--- src/rtl/seq_det_stream_ctrl_pkg.sv ---
// Shared types and defaults for the sequence-detector stream controller.
// Imported by the controller, its hit counter and the bench.
package seq_det_stream_ctrl_pkg;

  typedef enum logic [1:0] {
    ST_IDLE  = 2'b00,
    ST_WAIT  = 2'b01,
    ST_SHIFT = 2'b10
  } state_t;

  localparam int unsigned DEF_W    = 8;
  localparam int unsigned DEF_CW   = 8;
  localparam logic        DEF_FILL = 1'b1;

endpackage

--- src/rtl/seq_det_stream_ctrl_if.sv ---
// Word-wide valid/ready stream feeding the controller.
// The source uses the master modport and the controller uses the slave modport.
interface seq_det_stream_ctrl_if #(
  parameter int unsigned W = seq_det_stream_ctrl_pkg::DEF_W
) ();

  logic [W-1:0] s_data;
  logic         s_valid;
  logic         s_ready;

  modport master (output s_data, output s_valid, input  s_ready);
  modport slave  (input  s_data, input  s_valid, output s_ready);

endinterface

--- src/rtl/seq_det_stream_ctrl_hit_counter.sv ---
// Counts detector hits: registered hit pulse, saturating count with clear
// priority, and a sticky threshold interrupt.
module seq_det_hit_counter
  import seq_det_stream_ctrl_pkg::*;
#(
  parameter int unsigned CW = DEF_CW
) (
  input  logic          clk,
  input  logic          rst_n,
  input  logic          hit,
  input  logic          clr_cnt,
  input  logic          irq_clr,
  input  logic [CW-1:0] thresh,
  output logic          hit_pulse,
  output logic [CW-1:0] hit_cnt,
  output logic          irq
);

  logic [CW-1:0] cnt_n;

  always_comb begin
    cnt_n = hit_cnt;
    if (clr_cnt) begin
      cnt_n = '0;
    end else if (hit && (hit_cnt != '1)) begin
      cnt_n = hit_cnt + 1'b1;
    end
  end

  // irq compares against the post-update count so set beats a same-cycle clear
  always_ff @(posedge clk or negedge rst_n) begin
    if (!rst_n) begin
      hit_pulse <= 1'b0;
      hit_cnt   <= '0;
      irq       <= 1'b0;
    end else begin
      hit_pulse <= hit;
      hit_cnt   <= cnt_n;
      if ((thresh != '0) && (cnt_n >= thresh)) begin
        irq <= 1'b1;
      end else if (irq_clr) begin
        irq <= 1'b0;
      end
    end
  end

endmodule

--- src/rtl/seq_det_stream_ctrl.sv ---
// Serializes accepted stream words MSB-first into a Mealy sequence detector,
// owns the detector reset and counts its hits.
module seq_det_stream_ctrl
  import seq_det_stream_ctrl_pkg::*;
#(
  parameter int unsigned W    = DEF_W,
  parameter int unsigned CW   = DEF_CW,
  parameter logic        FILL = DEF_FILL
) (
  input  logic                  clk,
  input  logic                  rst_n,
  input  logic                  en,
  seq_det_stream_ctrl_if.slave  s,
  output logic                  det_in,
  input  logic                  det_out,
  output logic                  det_rst_n,
  input  logic [CW-1:0]         thresh,
  input  logic                  clr_cnt,
  input  logic                  irq_clr,
  output logic                  hit_pulse,
  output logic [CW-1:0]         hit_cnt,
  output logic                  irq,
  output logic                  busy
);

  localparam int unsigned     BW   = (W > 1) ? $clog2(W) : 1;
  localparam logic [BW-1:0]   LAST = BW'(W - 1);

  state_t          state;
  state_t          state_n;
  logic [W-1:0]    sh;
  logic [W-1:0]    sh_n;
  logic [BW-1:0]   bcnt;
  logic [BW-1:0]   bcnt_n;
  logic            accept;
  logic            hit;

  assign accept = s.s_valid && s.s_ready;
  assign hit    = (state == ST_SHIFT) && det_out;

  always_comb begin
    state_n = state;
    sh_n    = sh;
    bcnt_n  = bcnt;
    unique case (state)
      ST_IDLE: begin
        if (en) state_n = ST_WAIT;
      end
      ST_WAIT: begin
        if (!en) begin
          state_n = ST_IDLE;
        end else if (accept) begin
          state_n = ST_SHIFT;
          sh_n    = s.s_data;
          bcnt_n  = '0;
        end
      end
      ST_SHIFT: begin
        sh_n   = {sh[W-2:0], 1'b0};
        bcnt_n = bcnt + 1'b1;
        if (!en) begin
          state_n = ST_IDLE;
        end else if (bcnt == LAST) begin
          if (accept) begin
            sh_n   = s.s_data;
            bcnt_n = '0;
          end else begin
            state_n = ST_WAIT;
          end
        end
      end
      default: state_n = ST_IDLE;
    endcase
  end

  // Outputs are registered from the next-state values so they line up with state.
  // det_rst_n drops on IDLE entry and rises one cycle after IDLE is left.
  always_ff @(posedge clk or negedge rst_n) begin
    if (!rst_n) begin
      state     <= ST_IDLE;
      sh        <= '0;
      bcnt      <= '0;
      s.s_ready <= 1'b0;
      det_in    <= FILL;
      det_rst_n <= 1'b0;
      busy      <= 1'b0;
    end else begin
      state     <= state_n;
      sh        <= sh_n;
      bcnt      <= bcnt_n;
      s.s_ready <= (state_n == ST_WAIT) || ((state_n == ST_SHIFT) && (bcnt_n == LAST));
      det_in    <= (state_n == ST_SHIFT) ? sh_n[W-1] : FILL;
      det_rst_n <= (state != ST_IDLE) && (state_n != ST_IDLE);
      busy      <= (state_n == ST_SHIFT);
    end
  end

  seq_det_hit_counter #(
    .CW (CW)
  ) u_hit_counter (
    .clk       (clk),
    .rst_n     (rst_n),
    .hit       (hit),
    .clr_cnt   (clr_cnt),
    .irq_clr   (irq_clr),
    .thresh    (thresh),
    .hit_pulse (hit_pulse),
    .hit_cnt   (hit_cnt),
    .irq       (irq)
  );

endmodule

--- src/flat_wrapper.sv ---
// flat-port wrapper written by rule: the top's interface ports become plain ports
module seq_det_stream_ctrl_flat import seq_det_stream_ctrl_pkg::*;
#(
  parameter int unsigned W    = DEF_W,
  parameter int unsigned CW   = DEF_CW,
  parameter logic        FILL = DEF_FILL
)
  (clk, rst_n, en, det_in, det_out, det_rst_n, thresh, clr_cnt, irq_clr, hit_pulse, hit_cnt, irq, busy, s_s_data, s_s_valid, s_s_ready);
  seq_det_stream_ctrl_if #(.W(W)) s_i ();
  input  logic clk;
  input  logic rst_n;
  input  logic en;
  output logic det_in;
  input  logic det_out;
  output logic det_rst_n;
  input  logic [CW-1:0] thresh;
  input  logic clr_cnt;
  input  logic irq_clr;
  output logic hit_pulse;
  output logic [CW-1:0] hit_cnt;
  output logic irq;
  output logic busy;
  input wire logic [$bits(s_i.s_data)-1:0] s_s_data;
  input wire logic [$bits(s_i.s_valid)-1:0] s_s_valid;
  output wire logic [$bits(s_i.s_ready)-1:0] s_s_ready;
  assign s_i.s_data = s_s_data;
  assign s_i.s_valid = s_s_valid;
  assign s_s_ready = s_i.s_ready;
  seq_det_stream_ctrl #(.W(W), .CW(CW), .FILL(FILL)) u_core (.clk(clk), .rst_n(rst_n), .en(en), .s(s_i), .det_in(det_in), .det_out(det_out), .det_rst_n(det_rst_n), .thresh(thresh), .clr_cnt(clr_cnt), .irq_clr(irq_clr), .hit_pulse(hit_pulse), .hit_cnt(hit_cnt), .irq(irq), .busy(busy));
endmodule
--- config.mk ---
export PLATFORM = sky130hd
export DESIGN_NAME = seq_det_stream_ctrl_flat
export DESIGN_NICKNAME = d
export VERILOG_FILES = /design/src/rtl/seq_det_stream_ctrl_pkg.sv /design/src/rtl/seq_det_stream_ctrl_if.sv /design/src/rtl/seq_det_stream_ctrl_hit_counter.sv /design/src/rtl/seq_det_stream_ctrl.sv /design/src/flat_wrapper.sv
export SDC_FILE = /design/constraint.sdc
export NUM_CORES = 1
export LEC_CHECK = 0
export CORE_MARGIN = 2
export CORE_UTILIZATION = 45
export CTS_CLUSTER_DIAMETER = 200
export DETAILED_ROUTE_END_ITERATION = 12
export PLACE_DENSITY = 0.84
export SKIP_LAST_GASP = 1
export SYNTH_ARGS = -nofsm -noshare
export SYNTH_HDL_FRONTEND = slang
export SYNTH_SLANG_ARGS = --single-unit
--- constraint.sdc ---
create_clock -name clk -period 2.95 [get_ports clk]
set_clock_uncertainty 0.2 [all_clocks]
set_input_delay 0.885 -clock clk [delete_from_list [all_inputs] [get_ports clk]]
set_output_delay 0.885 -clock clk [all_outputs]
set_load 0.1 [all_outputs]
==> reports/metrics.cfg, run 1 <==
[status]
status=completed

[place]
dpl.hpwl_mm=2.74
place_congestion=0.770
place_ws_ns=-0.510
io_buffers=36
placed_cells=254

[critical_path]
required_ns=2.89
cp_slowest_cell=a41oi_4
path_class=in2reg
crit_chain=dlygate4sd2_1, nand2_2, a41oi_4, nand4_1, xor2_1, nor2_1, ha_1, a21o_1, a21o_1, a221oi_2, a22oi_2
max_stage_delay_ns=0.26
ff2ff_setup_slack_ns=0.24
start_kind=primary input
timing.rr.start=u_core.state[0]
reg2reg_to=u_core.u_hit_counter.irq
arrival_ns=2.81
r2r_cells=12
cpMostUsedCell=a21o_1
end_kind=flip-flop
crit_fanout=4

[floorplanning]
die_x_um=64.6
dieHeight_um=64.6
core_region_area_um2=3610
pin_count=37
initial_core_util_pct=45.9
rows=22
die-area_um2=4180

[clocking]
cts_made_buffers=3
cts_sinks=27
cts_hold_buf=0
htreeDepth=1
cts-root-buf=clkbuf_8
clkTransAtPathRegs_ns=0.09
cts_buffer_depth=2
clk_latency_ns=0.27
cts_tree=yes

[drt]
num_vias=1403
wire_per_inst_um=13.9
firstDrtPassIters=4
via_per_inst=5.44
drt_iter0_drc=69
routed_wl_mm=3.59
drc=0
antenna_left=0

[grt]
overflow=0
grt_pass1_vias=1378
grt_pass1_wl_mm=6.20
antenna_found_initial=0
grt_max_degree=28
grtUsageTotal_pct=19.0

[synthesis]
synth_async_sr_flop_share_pct=100
ys.flop_type=dfrtp_1
ys_ff_latch=27
synth_top_family_by_area=compound AO/OA/AOI/OAI gates
synth_compound_area_share_pct=20.8
synthMuxAreaShare_pct=1.89
synth.area.top_cells=dfrtp_1 (39%), ha_1 (11%), nand2_1 (3.2%), a22o_1 (3.2%), xor2_1 (3.2%)
synthAdderAreaFrac_pct=11.3
synth_xor_area_share_pct=3.71
yosysSeqAreaShare_pct=40.9
synth_edf_count=0
synth_cells=165
avgSynthCellArea_um2=10.0
yosys.area.top_type_share_pct=39.3
synth_cell_types=48
syn-cell-area_um2=1650
synth_largest_area_cell=dfrtp_1
syn_nets=203
ys.warnings.count=0
synthSimpleGateAreaFrac_pct=15.3

[power_and_ir_drop]
netSwitchingFraction_pct=43.8
p_seq_share_pct=33.9
pwr-share-comb_pct=50.6
power.density_nw_per_um2=637
p_int_w=0.000769
vdd_ir_drop_max_mv=0.471
pwr-share-clk_pct=15.5
power_switching_w=0.000601
p_leak_nw=1.05

[finish]
num_antenna_cells=0
final_layout_size_suffix_gt1_share_pct=24.8
multi_input_area_um2=891
fin_nets=249
area_growth_pct=30.0
stdcell_count=258
final_cell_mix=buf_4 (23), clkdlybuf4s50_1 (21), dfrtp_1 (18)
n_fill_cell=315
seqCellArea_um2=687
final_common_cell=buf_4

[timing]
drv_slew=0
worstMarginPinSlew_ns=0.526
finalSetupViolCount=0
rsz0062_at_grt=no
setup_tns_ns=0
fmax_mhz=348
timing.final.ws_setup_ns=0.0779
period_share_pct=97.4
max_slew_margin_pct=64.6
hold_viol=0
min_period_ns=2.87

[hold_path]
whs_path_depth=2
worstHoldStart=u_core.sh[3]
hold_path.class=reg2reg
hold_path_end=u_core.sh[3]

[job]
max-cap-violations=0

==> per-stage QoR <==
stage / hold WS, ns / cell area [um2] / utilization [%] / power (W)
floorplan: 0.249 / 1660 / - / 0.000976
global placement: 0.266 / 2080 / 57.8 / 0.00115
detailed placement: 0.281 / 2080 / 57.8 / 0.00116
CTS: 0.303 / 2150 / 59.5 / 0.00138
global route: 0.325 / 2150 / 59.6 / 0.00145
finish: 0.294 / 2150 / 59.6 / 0.00137
==> kinds of logic (layout without fill, tap and decap cells) <==
| kind of cell | after synthesis | count (layout) |
|---|---|---|
| and+or+nand+nor | 48 | 48 |
| adders and majority gates | 15 | 15 |
| muxes | 3 | 3 |
| buffers and inverters | 20 | 65 |
| AOI/OAI and AO/OA | 45 | 45 |
| DFF | 27 | 27 |
| xor gates and xnor gates | 7 | 7 |
==> routing by layer <==
| metal | GRT usage, % | up-vias | share of wire [%] | wire length [um] |
|---|---|---|---|---|
| met5 | 0 | - | 0 | 0 |
| met4 | 5.32 | 0 | 1.6 | 59 |
| met3 | 4.17 | 6 | 4.4 | 157 |
| met2 | 32.8 | 36 | 49 | 1770 |
| met1 | 23.9 | 672 | 45 | 1600 |
| li1 | - | 689 | - | - |
==> Yosys cell counts, types with 2 or more instances <==
master,number
a21oi_1,9
a211oi_1,2
inv_1,13
and3_1,5
buf_6,3
nor2_1,10
buf_2,2
dfrtp_1,26
ha_1,15
o31ai_1,5
a22o_1,6
xor2_1,6
mux2i_1,2
a31o_1,2
o21ai_0,5
nand3_1,2
a21o_1,4
nand4_1,5
nand2_1,14
==> registers in the layout, indices dropped and copies added (netlist names), 2 cells and up <==
register	flops
u_core.bcnt	3
u_core.sh	8
u_core.state	2
u_core.u_hit_counter.hit_cnt	8
==> critical path: cells and delay by family <==
family,cells,cell delay (ns)
and+or+nand+nor,3,0.35
adders and majority gates,1,0.26
buffers and inverters,1,0.21
AOI/OAI and AO/OA,5,0.94
xor gates and xnor gates,1,0.16
==> how the worst max path moves through the flow <==
stage | slack, ns | endpoint | depth (start not counted) | start
floorplan | 0.04 | u_core.u_hit_counter.irq | 10 | det_out
global route | 0.0004 | u_core.u_hit_counter.irq | 11 | det_out
detailed placement | -0.51 | u_core.u_hit_counter.irq | 11 | det_out
finish | 0.08 | u_core.u_hit_counter.irq | 11 | det_out
global placement | -0.39 | u_core.u_hit_counter.irq | 11 | det_out
CTS | 0.07 | u_core.u_hit_counter.irq | 11 | det_out
==> repair_timing <==
item / 4_1_cts / 5_1_grt
endpoints found under the setup margin: 1 / 1
pin swaps: 9 / 7
gates resized for setup: 5 / 1
setup buffers: 0 / 0
==> power by group through the flow <==
stage	clock network [W]	logic (W)	registers [W]
after global routing	0.000235	0.000748	0.000470
after floorplan	0	0.000321	0.000655
after detailed placement	0	0.000686	0.000471
after global placement	0	0.000677	0.000468
final	0.000212	0.000693	0.000464
after CTS	0.000221	0.000691	0.000464
==> final cells by class <==
class	count	share of cell area [%]
timing repair buffer	47	19.3
clock buffer	3	1.92
inverter	14	2.44
sequential	27	31.9
clock inverter	1	0.233
tap	48	2.79
multi-input combinational	118	41.4
Note: power is estimated with default switching activity, not from simulation.
==> inputs of run 2 (changes only) <==
--- a/config.mk
+++ b/config.mk
@@ -7,6 +7,7 @@
 export LEC_CHECK = 0
 export CORE_MARGIN = 2
 export CORE_UTILIZATION = 45
+export CTS_BUF_LIST = sky130_fd_sc_hd__clkbuf_8
 export CTS_CLUSTER_DIAMETER = 200
 export DETAILED_ROUTE_END_ITERATION = 12
 export PLACE_DENSITY = 0.84
@@ -14,3 +15,4 @@
 export SYNTH_ARGS = -nofsm -noshare
 export SYNTH_HDL_FRONTEND = slang
 export SYNTH_SLANG_ARGS = --single-unit
+export TNS_END_PERCENT = 50
==> results of run 2 <==
Same layout as run 1: the final DEF is identical, and so are final timing and power.
==> inputs of run 3 (changes only) <==
--- a/config.mk
+++ b/config.mk
@@ -11,6 +11,7 @@
 export CTS_CLUSTER_DIAMETER = 200
 export DETAILED_ROUTE_END_ITERATION = 12
 export PLACE_DENSITY = 0.84
+export REMOVE_ABC_BUFFERS = 1
 export SKIP_LAST_GASP = 1
 export SYNTH_ARGS = -nofsm -noshare
 export SYNTH_HDL_FRONTEND = slang
==> run 3 against run 2 <==
  * Register-to-register slack worse by 0.02 ns
  * Combinational power up 0.7%
  * Die area unchanged
  * Sequential power about the same
  * Largest cell class unchanged
==> reports/metrics.cfg, run 3 (synthesis results as in run 1) <==
[floorplanning]
core_region_area_um2=3610
die-area_um2=4180
die_x_um=64.6
dieHeight_um=64.6
pin_count=37
rows=22
initial_core_util_pct=45.9

[clocking]
htreeDepth=1
cts_buffer_depth=2
clkTransAtPathRegs_ns=0.09
clk_latency_ns=0.27
cts_hold_buf=0
cts_sinks=27
cts_tree=yes
cts-root-buf=clkbuf_8
cts_made_buffers=3

[finish]
fin_nets=256
stdcell_count=265
seqCellArea_um2=677
final_layout_size_suffix_gt1_share_pct=23.0
final_common_cell=buf_4
final_design_area_no_fill_um2=2180
num_antenna_cells=0
final_cell_mix=buf_4 (31), dfrtp_1 (26), clkdlybuf4s50_1 (21)
reg_top3=u_core.sh (8), u_core.u_hit_counter.hit_cnt (8), u_core.bcnt (3)
multi_input_area_um2=886
area_growth_pct=31.8
n_fill_cell=323

[drt]
drc=0
drt_iter0_drc=64
via_per_inst=5.27
wire_per_inst_um=12.8
num_vias=1397
routed_wl_mm=3.39
firstDrtPassIters=4
antenna_left=0

[critical_path]
arrival_ns=2.70
crit_fanout=4
start_kind=primary input
path_class=in2reg
required_ns=2.90
end_kind=flip-flop

[place]
dpl.hpwl_mm=2.60
io_buffers=36
placed_area_um2=2070
place_ws_ns=-0.495
placed_cells=254
place_congestion=0.814

[grt]
grt_pass1_wl_mm=5.79
antenna_found_initial=0
grt_pass1_vias=1333
grtUsageTotal_pct=17.6
overflow=0
grt_max_degree=28

[status]
status=completed

[timing]
finalSetupViolCount=0
period_share_pct=93.4
drv_slew=0
hold_viol=0
rsz0062_at_grt=no
timing.final.ws_setup_ns=0.195
min_period_ns=2.76
worstMarginPinSlew_ns=0.344
setup_tns_ns=0
fmax_mhz=363
max_slew_margin_pct=77.1

[power_and_ir_drop]
power.density_nw_per_um2=628
p_leak_nw=1.10
p_total_w=0.00137
vdd_ir_drop_max_mv=0.362

[hold_path]
hold_path.class=reg2reg

[job]
max-cap-violations=0

-- run 3: worst paths after layout --
path                            startpoint                  endpoint  slack, ns  cells past startpoint
setup / recovery                   det_out  u_core.u_hit_counter.irq       0.19                     11
hold / removal                u_core.sh[3]              u_core.sh[3]       0.29                      2
setup reg to reg           u_core.state[0]  u_core.u_hit_counter.irq       0.22                     12
hold reg to reg               u_core.sh[3]              u_core.sh[3]       0.29                      2
max in group asynchronous            rst_n             u_core.det_in       1.48                      2
min in group asynchronous            rst_n          u_core.det_rst_n       0.77                      2
-- run 3: per-stage QoR --
| stage | hold slack (ns) | utilization (%) |
|---|---|---|
| 4_1_cts | 0.292 | 59.7 |
| 3_5_place_dp | 0.272 | 57.5 |
| 6_report | 0.287 | 60.4 |
| 5_1_grt | 0.308 | 60.4 |
| 3_3_place_gp | 0.266 | 57.5 |
| 2_1_floorplan | 0.249 | - |
-- run 3: worst max-delay path, cell delays in order --
cell	delay [ns]
clkbuf_2	0.09
nand2_2	0.06
a41oi_4	0.22
nand4_1	0.15
xor2_1	0.18
nor2_1	0.16
ha_1	0.27
a21o_1	0.19
a21o_1	0.18
a221oi_2	0.23
a22oi_1	0.09
-- run 3: timing repair --
item                                    in CTS  in global routing
setup buffers                                3                  4
endpoints found under the setup margin       1                  1
pin swaps                                    5                 11
resized for setup                            4                  2
hold endpoints to repair                     0                  0
-- run 3: cell type report --
cell class	count	share of cell area [%]
sequential	27	31.1
tap	48	2.76
timing repair buffer	54	21.1
clock inverter	1	0.172
clock buffer	3	1.89
multi-input combinational	118	40.6
inverter	14	2.41
-- run 3: power breakdown --
part / switching, W / leakage [nW] / internal (W)
Sequential: 0.0000368 / 0.367 / 0.000427
Combinational: 0.000443 / 0.703 / 0.000255
Clock: 0.000113 / 0.0269 / 0.0000934
-- run 3: metal layers --
layer	GRT usage [%]	up-vias	routed length [um]
li1	-	696	-
met1	22.3	665	1620
met2	30.9	31	1600
met3	1.56	5	110
met4	7.18	0	54
met5	0	-	0
